===== src/rtl/rv32_pkg.sv =====
// rv32_pkg: shared constants and fetch-state encoding for the rv32 front end
package rv32_pkg;
    localparam logic [31:0] NOP_INSTR  = 32'h0000_0013;
    localparam logic [31:0] WORD_BYTES = 32'd4;
    typedef enum logic {FETCH, DISCARD} fetch_state_t;
endpackage


===== src/rtl/if_prefetch_buffer_if.sv =====
// if_prefetch_buffer_if: redirect, decode and instruction-memory signals of the fetch stage
interface if_prefetch_buffer_if;
    logic        branch_taken;
    logic [31:0] branch_target;
    logic        stall;
    logic [31:0] imem_addr;
    logic        imem_read;
    logic [31:0] imem_readdata;
    logic        imem_busywait;
    logic [31:0] instruction;
    logic [31:0] pc;
    logic        instr_valid;
    modport master (
        input  branch_taken, branch_target, stall, imem_readdata, imem_busywait,
        output imem_addr, imem_read, instruction, pc, instr_valid
    );
    modport slave (
        output branch_taken, branch_target, stall, imem_readdata, imem_busywait,
        input  imem_addr, imem_read, instruction, pc, instr_valid
    );
endinterface


===== src/rtl/if_prefetch_buffer_sync_fifo.sv =====
// sync_fifo: power-of-two FIFO with flush and a registered head that holds its last value when empty
module sync_fifo #(
    parameter int DEPTH = 2,
    parameter int WIDTH = 64
) (
    input  logic                   clk,
    input  logic                   reset,
    input  logic                   push,
    input  logic                   pop,
    input  logic                   flush,
    input  logic [WIDTH-1:0]       din,
    output logic [WIDTH-1:0]       head,
    output logic [$clog2(DEPTH):0] count
);
    localparam int AW = $clog2(DEPTH);
    localparam logic [AW:0] FULL = (AW+1)'(DEPTH);
    logic [WIDTH-1:0] mem [DEPTH];
    logic [AW-1:0] rd_ptr, wr_ptr, rd_next;
    logic [AW:0] cnt_pop, cnt_next;
    logic do_push, do_pop;
    always_comb begin
        do_pop   = pop && !flush && count != '0;
        do_push  = push && !flush && (count != FULL || do_pop);
        cnt_pop  = count - (AW+1)'(do_pop);
        cnt_next = flush ? '0 : cnt_pop + (AW+1)'(do_push);
        rd_next  = rd_ptr + AW'(do_pop);
    end
    always_ff @(posedge clk)
        if (do_push) mem[wr_ptr] <= din;
    // head is loaded with the entry that will be at the front after this edge
    always_ff @(posedge clk) begin
        if (reset) begin
            rd_ptr <= '0;
            wr_ptr <= '0;
            count  <= '0;
            head   <= '0;
        end else begin
            rd_ptr <= flush ? '0 : rd_next;
            wr_ptr <= flush ? '0 : wr_ptr + AW'(do_push);
            count  <= cnt_next;
            if (cnt_next != '0) head <= cnt_pop == '0 ? din : mem[rd_next];
        end
    end
endmodule


===== src/rtl/if_prefetch_buffer.sv =====
// if_prefetch_buffer: fetch PC owner, busywait memory requester and instruction prefetch FIFO
module if_prefetch_buffer
    import rv32_pkg::*;
#(
    parameter logic [31:0] RESET_PC = 32'h0000_0000,
    parameter int          DEPTH    = 2
) (
    input logic                 clk,
    input logic                 reset,
    if_prefetch_buffer_if.master bus
);
    localparam int AW = $clog2(DEPTH);
    localparam logic [AW:0] FULL = (AW+1)'(DEPTH);
    fetch_state_t state, state_next;
    logic [31:0] fetch_pc, fetch_pc_next, disc_addr, disc_addr_next;
    logic [AW:0] count;
    logic [63:0] head;
    logic done, outstanding, push, pop;
    assign bus.imem_read   = !reset && (state == DISCARD || count != FULL);
    assign bus.imem_addr   = state == DISCARD ? disc_addr : fetch_pc;
    assign bus.instr_valid = count != '0;
    assign bus.instruction = head[63:32];
    assign bus.pc          = head[31:0];
    // a redirect abandons the buffered words; an in-flight read is drained in DISCARD
    always_comb begin
        done           = bus.imem_read && !bus.imem_busywait;
        outstanding    = bus.imem_read && bus.imem_busywait;
        push           = state == FETCH && done;
        pop            = bus.instr_valid && !bus.stall && !bus.branch_taken;
        state_next     = bus.branch_taken ? (outstanding ? DISCARD : FETCH)
                       : (state == DISCARD && done) ? FETCH : state;
        fetch_pc_next  = bus.branch_taken ? bus.branch_target
                       : push ? fetch_pc + WORD_BYTES : fetch_pc;
        disc_addr_next = bus.branch_taken && outstanding ? bus.imem_addr : disc_addr;
    end
    always_ff @(posedge clk) begin
        if (reset) begin
            state     <= FETCH;
            fetch_pc  <= RESET_PC;
            disc_addr <= RESET_PC;
        end else begin
            state     <= state_next;
            fetch_pc  <= fetch_pc_next;
            disc_addr <= disc_addr_next;
        end
    end
    sync_fifo #(.DEPTH(DEPTH), .WIDTH(64)) u_fifo (
        .clk   (clk),
        .reset (reset),
        .push  (push),
        .pop   (pop),
        .flush (bus.branch_taken),
        .din   ({bus.imem_readdata, fetch_pc}),
        .head  (head),
        .count (count)
    );
endmodule


===== src/flat_wrapper.sv =====
// flat-port wrapper written by rule: the top's interface ports become plain ports
module if_prefetch_buffer_flat import rv32_pkg::*;
#(
    parameter logic [31:0] RESET_PC = 32'h0000_0000,
    parameter int          DEPTH    = 2
)
  (clk, reset, bus_branch_taken, bus_branch_target, bus_stall, bus_imem_readdata, bus_imem_busywait, bus_imem_addr, bus_imem_read, bus_instruction, bus_pc, bus_instr_valid);
  if_prefetch_buffer_if bus_i ();
  input logic clk;
  input logic reset;
  input wire logic [$bits(bus_i.branch_taken)-1:0] bus_branch_taken;
  input wire logic [$bits(bus_i.branch_target)-1:0] bus_branch_target;
  input wire logic [$bits(bus_i.stall)-1:0] bus_stall;
  input wire logic [$bits(bus_i.imem_readdata)-1:0] bus_imem_readdata;
  input wire logic [$bits(bus_i.imem_busywait)-1:0] bus_imem_busywait;
  output wire logic [$bits(bus_i.imem_addr)-1:0] bus_imem_addr;
  output wire logic [$bits(bus_i.imem_read)-1:0] bus_imem_read;
  output wire logic [$bits(bus_i.instruction)-1:0] bus_instruction;
  output wire logic [$bits(bus_i.pc)-1:0] bus_pc;
  output wire logic [$bits(bus_i.instr_valid)-1:0] bus_instr_valid;
  assign bus_i.branch_taken = bus_branch_taken;
  assign bus_i.branch_target = bus_branch_target;
  assign bus_i.stall = bus_stall;
  assign bus_i.imem_readdata = bus_imem_readdata;
  assign bus_i.imem_busywait = bus_imem_busywait;
  assign bus_imem_addr = bus_i.imem_addr;
  assign bus_imem_read = bus_i.imem_read;
  assign bus_instruction = bus_i.instruction;
  assign bus_pc = bus_i.pc;
  assign bus_instr_valid = bus_i.instr_valid;
  if_prefetch_buffer #(.RESET_PC(RESET_PC), .DEPTH(DEPTH)) u_core (.clk(clk), .reset(reset), .bus(bus_i));
endmodule

===== config.mk =====
export PLATFORM = sky130hd
export DESIGN_NAME = if_prefetch_buffer_flat
export DESIGN_NICKNAME = d
export VERILOG_FILES = /design/src/rtl/rv32_pkg.sv /design/src/rtl/if_prefetch_buffer_if.sv /design/src/rtl/if_prefetch_buffer_sync_fifo.sv /design/src/rtl/if_prefetch_buffer.sv /design/src/flat_wrapper.sv
export SDC_FILE = /design/constraint.sdc
export NUM_CORES = 1
export LEC_CHECK = 0
export CORE_ASPECT_RATIO = 1.1
export CORE_MARGIN = 3
export CORE_UTILIZATION = 30
export CTS_CLUSTER_SIZE = 10
export DETAILED_ROUTE_END_ITERATION = 8
export SETUP_SLACK_MARGIN = 0.15
export SYNTH_ARGS = -nofsm -noshare
export SYNTH_HDL_FRONTEND = slang
export SYNTH_HIERARCHICAL = 1
export SYNTH_SLANG_ARGS = --single-unit

===== constraint.sdc =====
create_clock -name clk -period 5.06 [get_ports clk]
set_input_delay 0.759 -clock clk [delete_from_list [all_inputs] [get_ports clk]]
set_output_delay 0.759 -clock clk [all_outputs]
set_load 0.02 [all_outputs]

After elaboration in Yosys (flattened, before gate mapping)
Memory sizes are Yosys's and may differ from the RTL's. Index checks and enable logic that the tools add are counted.

Memories: 1. Memory bits (writable): 128. Bits in registers: 133. Input bits: 69.

Memory list: u_core.u_fifo.mem (depth 2, bits a word 64, rd ports 1, clocked after Yosys merged registers in 0, write ports 1, line if_prefetch_buffer_sync_fifo.sv:17) `logic [WIDTH-1:0] mem [DEPTH];`.

Bitwise logic cells: 1. Add/sub/neg operators: 5. Equality and inequality tests: 1. Reduce and logical (&&, ||, !) cells: 24. Muxes and demuxes: 10.

Operators with widths (count): $mux W32 (3); $mux W64 (1); $add A32 B3 Y32 const B (1); $logic_and A1 B1 Y1 (12); $reduce_bool A2 Y1 (4); $mux W1 (5); $logic_not A1 Y1 (4); $add A1 B1 Y1 (2); $add A2 B1 Y2 (1); $logic_not A2 Y1 (1); $logic_or A1 B1 Y1 (2); $mux W2 (1); $ne A2 B2 Y1 const B (1); $reduce_or A2 Y1 (1); $sub A2 B1 Y2 (1); $not A1 Y1 (1).

Depth between registers and ports, before layout
Depth after elaboration: 10. Mapped depth: 13.

By module
The synthesis kept the hierarchy.

Modules (own cells, without submodules): sync_fifo (area each 8501.9 µm², instances 1, cells each 533); if_prefetch_buffer (area each 3480.8 µm², instances 1, cells each 391).

Worst setup path after synthesis
Ideal clock, no wire load.

Path type: input -> register. Start: in bus_branch_taken. End: mem u_core.u_fifo.mem[1][0], enable pin. Cell stages on the path: 5. Path slack: 1237 ps. Arrival: 3394 ps. Setup time: 429 ps. Cells stage by stage: clkbuf_1 buf_1 nor3b_1 o311a_1 ha_1.

Word-level cells in the longest chain between the ends: 8. Elaborated cells on any way between the ends: 9. Those cells by class: mux: 2; reduce/logical: 7.

RTL lines: start, declared (line flat_wrapper.sv:11) `input wire logic [$bits(bus_i.branch_taken)-1:0] bus_branch_taken;`; $logic_not A1 Y1 (line if_prefetch_buffer.sv:29) `pop = bus.instr_valid && !bus.stall && !bus.branch_taken;`; $logic_and A1 B1 Y1 (line if_prefetch_buffer.sv:29); via u_core.pop (line if_prefetch_buffer.sv:18) `logic done, outstanding, push, pop;`; $logic_and A1 B1 Y1 (2 in series) (line if_prefetch_buffer_sync_fifo.sv:22) `do_pop = pop && !flush && count != '0;`; $logic_or A1 B1 Y1 (line if_prefetch_buffer_sync_fifo.sv:23) `do_push = push && !flush && (count != FULL || do_pop);`; $logic_and A1 B1 Y1 (line if_prefetch_buffer_sync_fifo.sv:23); $mux W1 (line if_prefetch_buffer_sync_fifo.sv:29) `if (do_push) mem[wr_ptr] <= din;`; $mux W1 (not written as such) (line if_prefetch_buffer_sync_fifo.sv:29); end, declared (line if_prefetch_buffer_sync_fifo.sv:17).

The timed path passes the listed nets, and every way through them passes these cells.

Worst setup path after layout
Start: in bus_branch_taken. End: reg u_core.u_fifo.head[63].

Word-level cells in the longest chain between the ends: 9. Elaborated cells on any way between the ends: 15. Those cells by class: add/sub: 3; mux: 2; reduce/logical: 9; memory: 1.

RTL lines: $logic_not A1 Y1 (*) (line if_prefetch_buffer.sv:29); $logic_and A1 B1 Y1 (*) (line if_prefetch_buffer.sv:29); via u_core.pop (line if_prefetch_buffer.sv:18); $logic_and A1 B1 Y1 (*) (2 in series) (line if_prefetch_buffer_sync_fifo.sv:22); branches (longest 5 deep; another with $sub A2 B1 Y2); end signal, assigned (line if_prefetch_buffer_sync_fifo.sv:41) `if (cnt_next != '0) head <= cnt_pop == '0 ? din : mem[rd_next];`; end, declared (line if_prefetch_buffer_sync_fifo.sv:12) `output logic [WIDTH-1:0] head,`.

Mark *: on every way through the listed nets, which the timed path passes. A chain may end at the register's enable or synchronous reset.

==> results.yml <==
power_and_ir_drop:
  switching_power_uw: 1140
  ir_drop_mv: 0.248
  p_leak_uw: 0.00471
  p_per_area_nw_per_um2: 323
  power_frac_clock_pct: 41.3
  pwr-share-seq_pct: 49.1
  switching_share_pct: 23.6
  power_frac_comb_pct: 9.6
  internal_power_uw: 3680
timing:
  hold_viol_final: 0
  period_needed_ns: 3.52
  tns_ns: 0
  timing.fmax_mhz: 284
  drv_slew: 0
  setup_viol: 0
  post-route-period-util_pct: 69.5
  skew_ns: 0.00998
  slew_headroom_pct: 31.8
  max_slew.worst_pin.slew_ns: 1.02
  setup_slack_ns: 1.54
  rsz0062_at_grt: "false"
  hold_slack_ns: 0.486
placement:
  gp_congestion: 0.759
  dp_hpwl_um: 20200
  port_buffers: 166
  place_area_um2: 14000
  place_ws_ns: 1.01
synth:
  synth_common_cells: "dfxtp_1 (133), edfxtp_1 (128), nand3_1 (71), nor2_1 (61)"
  yosysWarnings: 6
  async_flop_share_pct: 0
  yosysMostFrequentCell: "dfxtp_1"
  postSynthCellCount: 924
  ys_ff_latch: 261
  ys_types: 59
  synth_top_cell_by_area: "edfxtp_1"
  synth_area_leaders: "edfxtp_1 (32%), dfxtp_1 (22%), o221ai_2 (7.5%)"
  synth_area_um2: 12000
  synth_edf_count: 128
  yosys_most_used_dff: "dfxtp_1"
  synth_seq_area_share_pct: 54.3
  postSynthAreaPerCell_um2: 13.0
  syn_nets: 998
  synth_top_area_share_pct: 32.1
floorplan:
  dieHeight_um: 216
  die_w_um: 197
  boundaryPins: 167
  std_cell_rows: 76
  start_util_pct: 30.5
  die_area_um2: 42400
  core_um2: 39300
cts:
  clk_pin_slew_ns: 0.05
  cts_sinks: 261
  clockRootBuffer: "clkbuf_16"
  worstSkewPairLatency_ns: 0.55
  cts.repair.resized: 0
  ctsHtreeMaxLevel: 1
  cts_max_path_buffers: 3
  cts_tree: "yes"
  hold_buffers: 0
  numCtsBuffers: 31
  cts_setup_buffers: 0
detailed_routing:
  antenna_left: 0
  vias_per_cell: 5.28
  vias: 8370
  finalWirelength_um: 32200
  wire_per_inst_um: 20.3
  drtIter0Drc: 535
  drc: 0
  drtPass1Iterations: 5
grt:
  grt.total_usage_pct: 14.9
  grt_max_degree: 84
  grt_overflow_total: 0
  grt_antenna_before_repair: 0
  grt_pass1_vias: 8519
  grt_first_pass_wirelength_um: 50500
worst_setup_path:
  cp_top_family: "buffers and inverters"
  cp_data_arrival_time_ns: 3.99
  critPathBufInv: 3
  crit_chain: "clkdlybuf4s50_1, nor3b_1, nand2b_4, nor2_1, ha_1, inv_1, ha_1, xnor3_1, a21oi_4, buf_12, o221ai_1, a31oi_1"
  worst_path_max_delay_cell: "nor3b_1"
  worstPathRequired_ns: 5.53
  worstSetupEndpointType: "flop"
  worst_path_largest_cell_delay_ns: 0.55
  crit_fanout: 64
  crit_type: "in2reg"
  crit_top_cell: "ha_1"
  start_kind: "primary input"
finish:
  fill_cells: 3776
  final_area_um2: 14900
  nNetsFinal: 1131
  drive_gt1_share_pct: 25.5
  areaGrowthSynthToFinish_pct: 24.4
  final_util_pct: 38.0
  diodes: 0
flow_run:
  drv_cap: 0
status:
  outcome: "finished clean"
hold_path:
  hp-class: "reg2reg"
## per-layer routing
layer  up-vias  track usage, %  share of wire (%)
met3        48            2.42                5.5
met2       247            25.3                 48
met5         -               0                  0
li1       3924               -                  -
met4         0            3.57                2.3
met1      4151            20.0                 44
## cells by family after synthesis
group | Yosys count | share of synthesized area [%]
AOI/OAI and AO/OA | 260 | 24.2
muxes | 63 | 5.55
buffers and inverters | 99 | 4.81
and+or+nand+nor | 227 | 9.85
DFF | 261 | 54.3
xor gates and xnor gates | 9 | 0.773
adders and majority gates | 5 | 0.522
## sequential cells by signal, indices dropped and copies added (netlist names)
| register | cells |
|---|---|
| u_core/u_fifo/mem | 128 |
| u_core/u_fifo/head | 64 |
| u_core/disc_addr | 32 |
| u_core/fetch_pc | 32 |
| u_core/u_fifo/count | 2 |
| u_core/state | 1 |
| u_core/u_fifo/rd_ptr | 1 |
| u_core/u_fifo/wr_ptr | 1 |
## worst paths after layout
| path | endpoint | cells after the start | slack, ns | startpoint |
|---|---|---|---|---|
| worst max-delay path | u_core/u_fifo/head[63]$_SDFFE_PP0P_ | 12 | 1.54 | bus_branch_taken |
| worst min-delay path | u_core/disc_addr[31]$_SDFFE_PP0P_ | 2 | 0.49 | u_core/disc_addr[31]$_SDFFE_PP0P_ |
| worst max register to register | u_core/u_fifo/head[63]$_SDFFE_PP0P_ | 10 | 1.59 | u_core/state$_SDFFE_PP0P_ |
| worst min register to register | u_core/disc_addr[31]$_SDFFE_PP0P_ | 2 | 0.49 | u_core/disc_addr[31]$_SDFFE_PP0P_ |
## final cells by class
class / instances / area [um^2] / share of cell area (%)
multi-input cells: 564 / 4960 / 33.3
repair buffers: 185 / 1860 / 12.5
inverters: 14 / 53.8 / 0.361
clock buffers: 52 / 885 / 5.93
flip-flops and latches: 261 / 6510 / 43.6
well taps: 507 / 634 / 4.25
clock inverters: 2 / 10.0 / 0.0671
## worst register-to-register path, cell delays in order, from the launching register on
cell and delay (ns):
dfxtp_1 0.29, buf_4 0.27, or3_1 0.56, nor2_1 0.30, o311a_1 0.36, ha_1 0.31, xnor3_1 0.31, a21oi_4 0.19
buf_12 0.42, o221ai_1 0.23, a31oi_1 0.16
## power groups by stage
stage	combinational, uW	clock, uW	sequential [uW]
finish	463	1990	2360
global placement	464	0	2410
floorplan	233	0	2410
CTS	471	2060	2360
global route	498	2130	2370
detailed placement	469	0	2410
## per-stage QoR
| step | total power [uW] | instances |
|---|---|---|
| 3_3_place_gp | 2870 | 1531 |
| 5_1_grt | 5000 | 1585 |
| 2_1_floorplan | 2650 | 924 |
| 4_1_cts | 4890 | 1585 |
| 3_5_place_dp | 2880 | 1531 |
| 6_report | 4820 | 1585 |
## cell usage in the layout, fill, tap and decap left out, types with 18 or more instances in the layout
cell type and instances:
a21bo_2 57, a31oi_2 60, clkbuf_1 18, clkbuf_16 31, clkdlybuf4s50_1 165, dfxtp_1 133, edfxtp_1 128, mux2_2 28
mux2i_1 35, nand3_1 71, nor2_1 61, o221ai_2 60
Note: power is estimated with default switching activity, not from simulation.
